===== config.mk =====
export PLATFORM = sky130hd
export DESIGN_NAME = fma_share_arbiter
export DESIGN_NICKNAME = d
export VERILOG_FILES = /design/src/rtl/fma_share_arbiter.sv
export SDC_FILE = /design/constraint.sdc
export NUM_CORES = 1
export LEC_CHECK = 0
export BUFFER_PORTS_ARGS = -buffer_cell sky130_fd_sc_hd__buf_2
export CAP_MARGIN = 30
export CORE_AREA = 2 2 220 222
export DETAILED_ROUTE_END_ITERATION = 6
export DIE_AREA = 0 0 222 224
export GPL_ROUTABILITY_DRIVEN = 1
export GPL_TIMING_DRIVEN = 0
export HOLD_SLACK_MARGIN = 0.05
export PLACE_DENSITY_LB_ADDON = 0.25
export RECOVER_POWER = 50
export SETUP_SLACK_MARGIN = 0.5
export SLEW_MARGIN = 0
export SYNTH_ARGS = -nofsm -noshare
export SYNTH_HDL_FRONTEND = slang
export SYNTH_SLANG_ARGS = --single-unit

===== constraint.sdc =====
create_clock -name clk -period 2.25 [get_ports clk]
set_input_delay 0.1125 -clock clk [delete_from_list [all_inputs] [get_ports clk]]
set_output_delay 0.1125 -clock clk [all_outputs]
set_load 0.02 [all_outputs]

===== src/rtl/fma_share_arbiter.sv =====
// rtl/fma_share_arbiter.sv - round-robin arbiter sharing one combinational FMA among N_REQ requesters
module fma_share_arbiter #(
  parameter int N_REQ = 4,
  parameter int LAT   = 3
) (
  input  logic                 clk,
  input  logic                 rst,
  input  logic [N_REQ-1:0]     req_valid,
  output logic [N_REQ-1:0]     req_ready,
  input  logic [32*N_REQ-1:0]  req_a,
  input  logic [32*N_REQ-1:0]  req_b,
  input  logic [32*N_REQ-1:0]  req_c,
  output logic [31:0]          fma_a,
  output logic [31:0]          fma_b,
  output logic [31:0]          fma_c,
  input  logic [31:0]          fma_d,
  output logic [N_REQ-1:0]     rsp_valid,
  output logic [31:0]          rsp_data,
  input  logic [N_REQ-1:0]     rsp_ready,
  output logic                 busy
);

  localparam int PW = $clog2(N_REQ);
  localparam int CW = $clog2(LAT + 1);

  typedef enum logic [1:0] {IDLE, WAIT, RESP} state_t;

  state_t        state;
  logic [PW-1:0] ptr;
  logic [PW-1:0] tag;
  logic [CW-1:0] cnt;

  logic          grant_found;
  logic [PW-1:0] grant_idx;

  // Search ascends from ptr, wrapping at N_REQ; first asserted request wins.
  always_comb begin
    grant_found = 1'b0;
    grant_idx   = '0;
    for (int k = 0; k < N_REQ; k++) begin
      int j;
      j = int'(ptr) + k;
      if (j >= N_REQ) j = j - N_REQ;
      if (!grant_found && req_valid[j]) begin
        grant_found = 1'b1;
        grant_idx   = PW'(j);
      end
    end
  end

  always_comb begin
    req_ready = '0;
    if (!rst && state == IDLE && grant_found) req_ready = N_REQ'(1) << grant_idx;
  end

  always_comb begin
    rsp_valid = '0;
    if (!rst && state == RESP) rsp_valid = N_REQ'(1) << tag;
  end

  assign busy = (state != IDLE);

  always_ff @(posedge clk) begin
    if (rst) begin
      state    <= IDLE;
      ptr      <= '0;
      tag      <= '0;
      cnt      <= '0;
      fma_a    <= '0;
      fma_b    <= '0;
      fma_c    <= '0;
      rsp_data <= '0;
    end else begin
      case (state)
        IDLE: begin
          if (grant_found) begin
            ptr   <= (grant_idx == PW'(N_REQ - 1)) ? '0 : grant_idx + 1'b1;
            fma_a <= req_a[32*grant_idx +: 32];
            fma_b <= req_b[32*grant_idx +: 32];
            fma_c <= req_c[32*grant_idx +: 32];
            tag   <= grant_idx;
            cnt   <= CW'(LAT - 1);
            state <= WAIT;
          end
        end
        WAIT: begin
          // Operands have been stable for LAT cycles once cnt reaches zero.
          if (cnt == '0) begin
            rsp_data <= fma_d;
            state    <= RESP;
          end else begin
            cnt <= cnt - 1'b1;
          end
        end
        RESP: begin
          if (rsp_ready[tag]) state <= IDLE;
        end
        default: state <= IDLE;
      endcase
    end
  end

endmodule


==> results of run 1 <==
==> metrics by stage <==
step | cells | hold slack, ps | utilization [%]
floorplan | 741 | 249 | -
global placement | 1917 | 358 | 22.7
detailed placement | 1919 | 362 | 22.8
==> cell families after synthesis <==
logic type | after synthesis
multiplexers | 196
AND/OR/NAND/NOR | 196
AO/OA/AOI/OAI | 139
flip-flops | 136
buffers and inverters | 71
adder cells (fa/ha/maj) | 3
==> flow_summary.html, run 1 <==
<table>
<tr><th>Metric</th><th>Value</th></tr>
<tr><th colspan="2">Place</th></tr>
<tr><td>Total cell area at the placement stage</td><td>around 11,000 sq um</td></tr>
<tr><td>Post-placement setup slack</td><td>-285 ps</td></tr>
<tr><td>Last weighted congestion value of the routability-driven placer</td><td>0.806</td></tr>
<tr><td>HPWL after detailed placement</td><td>~30 mm</td></tr>
<tr><td>IO buf count</td><td>561</td></tr>
<tr><th colspan="2">Synth</th></tr>
<tr><td>Mean cell area of the mapped netlist</td><td>between 9 and 10 sq um</td></tr>
<tr><td>EDFF count, synth</td><td>0</td></tr>
<tr><td>Unique masters post-synth</td><td>31</td></tr>
<tr><td>Number of flip-flops and latches in the synthesized netlist</td><td>136</td></tr>
<tr><td>Most common cell in the synthesized netlist</td><td>mux2i_1</td></tr>
<tr><td>Largest family of logic cells by synthesized area</td><td>multiplexers</td></tr>
<tr><td>Post-synthesis simple-gate area fraction</td><td>11.1%</td></tr>
<tr><td>Async set-or-reset flop fraction in the synthesized netlist</td><td>0%</td></tr>
<tr><td>Synth area leaders</td><td>dfxtp_1 (38%), mux2i_1 (27%), nand2_1 (8.5%)</td></tr>
<tr><td>Proportion of netlist area held by the largest area contributor</td><td>a little under two fifths</td></tr>
<tr><td>Synthesis Warnings</td><td>0</td></tr>
<tr><td>Fraction of the mapped netlist area in compound gates</td><td>between 15 and 20%</td></tr>
<tr><td>Cell accounting for the most synthesized area</td><td>dfxtp_1</td></tr>
<tr><td>Top FF cell, synth</td><td>dfxtp_1</td></tr>
<tr><td>Adder-cell area share of the yosys netlist</td><td>less than 1%</td></tr>
<tr><td>Multiplexer fraction of the synthesized cell area</td><td>approximately 28%</td></tr>
<tr><td>Mapped Cells</td><td>about 740</td></tr>
<tr><td>Proportion of synthesized chip area in sequential cells</td><td>approximately 38%</td></tr>
<tr><td>Combined area of all synthesized cells</td><td>7180 sq um</td></tr>
<tr><td>Post-synthesis net count</td><td>roughly 1,200</td></tr>
<tr><td>Commonest cells post-synth</td><td>mux2i_1 (195), nand2_1 (163), dfxtp_1 (136)</td></tr>
<tr><td>Fraction of synthesized cell area in xor and xnor cells</td><td>0%</td></tr>
<tr><th colspan="2">Floorplanning</th></tr>
<tr><td>Placement Rows</td><td>80</td></tr>
<tr><td>Top-level I/O count</td><td>~560</td></tr>
<tr><td>Die outline height</td><td>roughly 220 um</td></tr>
<tr><td>Initial standard-cell utilization of the core</td><td>15.2%</td></tr>
<tr><td>Die X-Extent</td><td>around 220 um</td></tr>
<tr><th colspan="2">Run status</th></tr>
<tr><td>Error message</td><td>[ERROR RSZ-0060] Max buffer count reached.</td></tr>
<tr><td>Result of the run</td><td>aborted with a tool error</td></tr>
<tr><td>Terminating stage of the flow</td><td>clock tree synthesis (4_1_cts)</td></tr>
<tr><th colspan="2">Clock network</th></tr>
<tr><td>Clock sink count</td><td>approximately 140</td></tr>
<tr><td>H-tree levels</td><td>4</td></tr>
<tr><td>Post-CTS Setup Inserts</td><td>46</td></tr>
<tr><td>Post-CTS Hold Buffers</td><td>just over 400</td></tr>
<tr><td>Buffers from clock root to sink, at most</td><td>2</td></tr>
<tr><td>Number of clock buffers inserted by TritonCTS</td><td>17</td></tr>
<tr><td>Clock Root Buffer</td><td>clkbuf_16</td></tr>
<tr><td>Gates resized, CTS repair</td><td>between 200 and 250</td></tr>
</table>
==> run 2, diff against run 1 <==
CORE_AREA = 2 2 217 219   (was 2 2 220 222)
DIE_AREA = 0 0 219 221   (was 0 0 222 224)
HOLD_SLACK_MARGIN = unset   (was 0.05)
PLACE_DENSITY_LB_ADDON = 0.15   (was 0.25)
SETUP_SLACK_MARGIN = unset   (was 0.5)
==> flow_summary.html, run 2 <==
<table>
<tr><th>Metric</th><th>Value</th></tr>
<tr><th colspan="2">Cells and area</th></tr>
<tr><td>Share of cells above drive strength 1</td><td>33.6%</td></tr>
<tr><td>Most frequent standard cell in the layout excluding fill and tap cells</td><td>buf_2</td></tr>
<tr><td>Highest-count cells in the layout ignoring fill and taps</td><td>buf_2 (446), dlygate4sd3_1 (374), mux2i_1 (191)</td></tr>
<tr><td>Layout net count</td><td>around 2,100</td></tr>
<tr><td>Post-route cell area</td><td>roughly 15,000 sq um</td></tr>
<tr><td>Number of standard cells in the final layout excluding fillers</td><td>2,329</td></tr>
<tr><td>Layout area overhead</td><td>112%</td></tr>
<tr><th colspan="2">Global route</th></tr>
<tr><td>Number of global-route vias before repair</td><td>~10,000</td></tr>
<tr><td>Maximum number of pins on one net before global-route repair</td><td>17</td></tr>
<tr><td>Global-route wire length before repair</td><td>61.0 mm</td></tr>
<tr><td>Antenna violations before repair</td><td>2</td></tr>
<tr><td>Global routing usage summed across all routing layers</td><td>around 17%</td></tr>
<tr><td>Remaining global-route overflow</td><td>0</td></tr>
<tr><th colspan="2">Critical path</th></tr>
<tr><td>Crit Path Max Fanout</td><td>3</td></tr>
<tr><td>Launch instance of the worst register-to-register path</td><td>ptr[0]</td></tr>
<tr><td>Worst R2R End</td><td>fma_a[14]</td></tr>
<tr><td>Worst setup path class</td><td>reg2out</td></tr>
<tr><td>Critical path endpoint category</td><td>output port</td></tr>
<tr><td>Startpoint kind of the worst setup timing path</td><td>register</td></tr>
<tr><td>Register-to-register setup slack</td><td>about 120 ps</td></tr>
<tr><td>Arrival time worst endpoint</td><td>slightly above 2000 ps</td></tr>
<tr><td>Cell depth of the worst flop-to-flop path</td><td>9</td></tr>
<tr><td>Worst endpoint required time</td><td>2140 ps</td></tr>
<tr><th colspan="2">Drt</th></tr>
<tr><td>Wire length per cell</td><td>around 18 um</td></tr>
<tr><td>Detailed Route WL</td><td>around 43 mm</td></tr>
<tr><td>First drt pass iteration count</td><td>4</td></tr>
<tr><td>Antenna-violating nets left</td><td>0</td></tr>
<tr><td>Post-detailed-route via-to-cell ratio</td><td>roughly 4.2</td></tr>
<tr><td>Starting DRT DRC Count</td><td>approximately 270</td></tr>
<tr><td>Detailed-route via count</td><td>9,705</td></tr>
<tr><td># DRC</td><td>0</td></tr>
<tr><th colspan="2">Synth</th></tr>
<tr><td>Unique masters post-synth</td><td>31 (unchanged)</td></tr>
<tr><td>Top FF cell, synth</td><td>dfxtp_1 (unchanged)</td></tr>
<tr><td>EDFF count, synth</td><td>0 (unchanged)</td></tr>
<tr><td>Proportion of synthesized chip area in sequential cells</td><td>37.9% (unchanged)</td></tr>
<tr><td>Async set-or-reset flop fraction in the synthesized netlist</td><td>0% (unchanged)</td></tr>
<tr><td>Cell accounting for the most synthesized area</td><td>dfxtp_1 (unchanged)</td></tr>
<tr><td>Synth area leaders</td><td>dfxtp_1 (38%), mux2i_1 (27%), nand2_1 (8.5%) (unchanged)</td></tr>
<tr><td>Commonest cells post-synth</td><td>mux2i_1 (195), nand2_1 (163), dfxtp_1 (136) (unchanged)</td></tr>
<tr><td>Mapped Cells</td><td>741 (unchanged)</td></tr>
<tr><td>Post-synthesis net count</td><td>1,170 (unchanged)</td></tr>
<tr><td>Proportion of netlist area held by the largest area contributor</td><td>37.9% (unchanged)</td></tr>
<tr><td>Mean cell area of the mapped netlist</td><td>9.69 sq um (unchanged)</td></tr>
<tr><td>Synthesis Warnings</td><td>0 (unchanged)</td></tr>
<tr><td>Number of flip-flops and latches in the synthesized netlist</td><td>136 (unchanged)</td></tr>
<tr><td>Combined area of all synthesized cells</td><td>7180 sq um (unchanged)</td></tr>
<tr><td>Most common cell in the synthesized netlist</td><td>mux2i_1 (unchanged)</td></tr>
<tr><th colspan="2">Clock network</th></tr>
<tr><td>Clock sink count</td><td>136 (unchanged)</td></tr>
<tr><td>Worst-Skew Late Latency</td><td>between 400 and 500 ps</td></tr>
<tr><td>Number of clock buffers inserted by TritonCTS</td><td>17 (unchanged)</td></tr>
<tr><td>H-tree levels</td><td>4 (unchanged)</td></tr>
<tr><td>Clock Root Buffer</td><td>clkbuf_16 (unchanged)</td></tr>
<tr><td>CTS tree</td><td>yes</td></tr>
<tr><td>Worst-path clk slew</td><td>about 60 ps</td></tr>
<tr><td>Buffers from clock root to sink, at most</td><td>2 (unchanged)</td></tr>
<tr><th colspan="2">Job</th></tr>
<tr><td>Number of max-cap violations</td><td>0</td></tr>
<tr><th colspan="2">Min path</th></tr>
<tr><td>Hold path depth</td><td>3</td></tr>
<tr><td>Worst hold-check path type</td><td>in2reg</td></tr>
<tr><td>Launch instance of the worst min-delay path</td><td>req_a[120]</td></tr>
<tr><td>Worst min-delay path endpoint</td><td>fma_a[24]</td></tr>
<tr><th colspan="2">Floorplanning</th></tr>
<tr><td>Placement Rows</td><td>79 (was 80)</td></tr>
<tr><td>Die X-Extent</td><td>219 um (was 222 um)</td></tr>
<tr><td>Die outline height</td><td>221 um (was 224 um)</td></tr>
<tr><td>Initial standard-cell utilization of the core</td><td>15.6% (was 15.2%)</td></tr>
<tr><td>Total Die Area</td><td>slightly below 50,000 sq um</td></tr>
<tr><td>Top-level I/O count</td><td>563 (unchanged)</td></tr>
<tr><td>Standard cell core area</td><td>46,100 sq um</td></tr>
<tr><th colspan="2">Timing</th></tr>
<tr><td>Count of endpoints failing setup in the final report</td><td>0</td></tr>
<tr><td>Final Hold Viols</td><td>0</td></tr>
<tr><td>Final worst path period share</td><td>95.3%</td></tr>
<tr><td>Unrepaired setup endpoints after global routing</td><td>false</td></tr>
<tr><td>Time the worst path needs with I/O delays and setup</td><td>around 2100 ps</td></tr>
<tr><td>Achievable Freq</td><td>0.466 GHz</td></tr>
<tr><td>Hold WS</td><td>roughly 18 ps</td></tr>
<tr><td>Slew at the pin closest to its max-slew limit</td><td>between 500 and 600 ps</td></tr>
<tr><td>Final number of max-transition violations</td><td>0</td></tr>
<tr><td>Fin worst setup slack</td><td>approximately 100 ps</td></tr>
<tr><td>Worst-case clock skew</td><td>between 7 and 8 ps</td></tr>
<tr><td>Max-slew headroom at the worst pin</td><td>between 60% and 70%</td></tr>
<tr><th colspan="2">Place</th></tr>
<tr><td>Last weighted congestion value of the routability-driven placer</td><td>0.776 (was 0.806)</td></tr>
<tr><td>HPWL after detailed placement</td><td>30.3 mm (was 30.2 mm)</td></tr>
<tr><td>Post-placement setup slack</td><td>-240 ps (was -285 ps)</td></tr>
<tr><td>Instance count after placement with tap cells included</td><td>1,909 (was 1,919)</td></tr>
<tr><td>Total cell area at the placement stage</td><td>10,700 sq um (was 10,800 sq um)</td></tr>
<tr><td>IO buf count</td><td>561 (unchanged)</td></tr>
<tr><th colspan="2">Run status</th></tr>
<tr><td>Result of the run</td><td>complete, no violations (was aborted with a tool error)</td></tr>
<tr><th colspan="2">Power</th></tr>
<tr><td>Pwr per Cell Area</td><td>between 700 and 800 nW/um^2</td></tr>
<tr><td>Leakage power total</td><td>6.57 nW</td></tr>
<tr><td>Maximum resistive drop on vdd</td><td>between 300 and 400 uV</td></tr>
</table>
[run 2: cell counts after synthesis]
Identical to the previous run, type by type.
[run 2: critical path: stages (launching register included)]
cell and delay, ps:
dfxtp_2 350, inv_2 40, a22o_1 250, a211oi_4 300
buf_4 160, buf_4 120, ha_4 120, and2_4 120
buf_6 120
[run 2: through the flow]
step	utilization, %	power (W)	TNS (ps)
2_1_floorplan	-	0.00573	0
3_3_place_gp	23.3	0.00749	-3270
3_5_place_dp	23.3	0.00750	-5770
4_1_cts	33.1	0.0113	-51.9
5_1_grt	33.0	0.0117	0
6_report	33.0	0.0111	0
[run 2: worst max-delay path by stage]
stage | startpoint | endpoint | slack, ps | depth (start not counted)
after detailed placement | ptr[1] | fma_a[29] | -240 | 8
after CTS | state[1] | req_ready[0] | -50 | 7
final | ptr[0] | req_ready[3] | 100 | 8
after floorplan | state[1] | req_ready[1] | 470 | 6
after global routing | ptr[0] | req_ready[3] | 2 | 8
after global placement | ptr[1] | fma_a[29] | -220 | 8
[run 2: layout make-up]
| type | instances | area, sq um |
|---|---|---|
| Fill cell | 4761 | 30800 |
| Timing Repair Buffer | 950 | 6540 |
| Multi-Input combinational cell | 534 | 4150 |
| Sequential cell | 136 | 2730 |
| Tap cell | 607 | 759 |
| Clock buffer | 19 | 453 |
| Buffer | 63 | 404 |
| Clock inverter | 13 | 169 |
| Inverter | 6 | 22.5 |
| Antenna cell | 1 | 2.50 |
[run 2: timing repair]
item	4_1_cts	5_1_grt
endpoints found under the setup margin	66	66
cloned	0	0
endpoints found under the hold margin	126	0
buffers inserted	8	7
resized for setup	23	30
hold buffers	374	0
pin swaps	3	5
[run 2: metal layers]
layer	global-route usage [%]	up-vias	part of all wire, %
li1	-	4682	-
met1	17.2	4546	39
met2	32.0	416	52
met3	4.29	59	6.3
met4	7.04	2	3.0
met5	0	-	0.031
[run 2: logic make-up (layout without fill, tap and decap cells)]
family / count (synthesis) / after routing / synth area share, %
AOI/OAI and AO/OA: 139 / 139 / 17.7
adders and majority gates: 3 / 3 / 0.523
buffers and inverters: 71 / 1051 / 5.28
DFF: 136 / 136 / 37.9
muxes: 196 / 196 / 27.5
other: 0 / 1 / 0
and+or+nand+nor: 196 / 196 / 11.1
[run 2: report_power, final]
group | internal (W) | total (W) | switching [W] | leakage (nW)
sequential | 0.00293 | 0.00323 | 0.000305 | 1.12
clock | 0.00181 | 0.00305 | 0.00124 | 0.293
combinational | 0.00207 | 0.00479 | 0.00272 | 5.16
No activity file was read; power rests on OpenSTA's default activity.
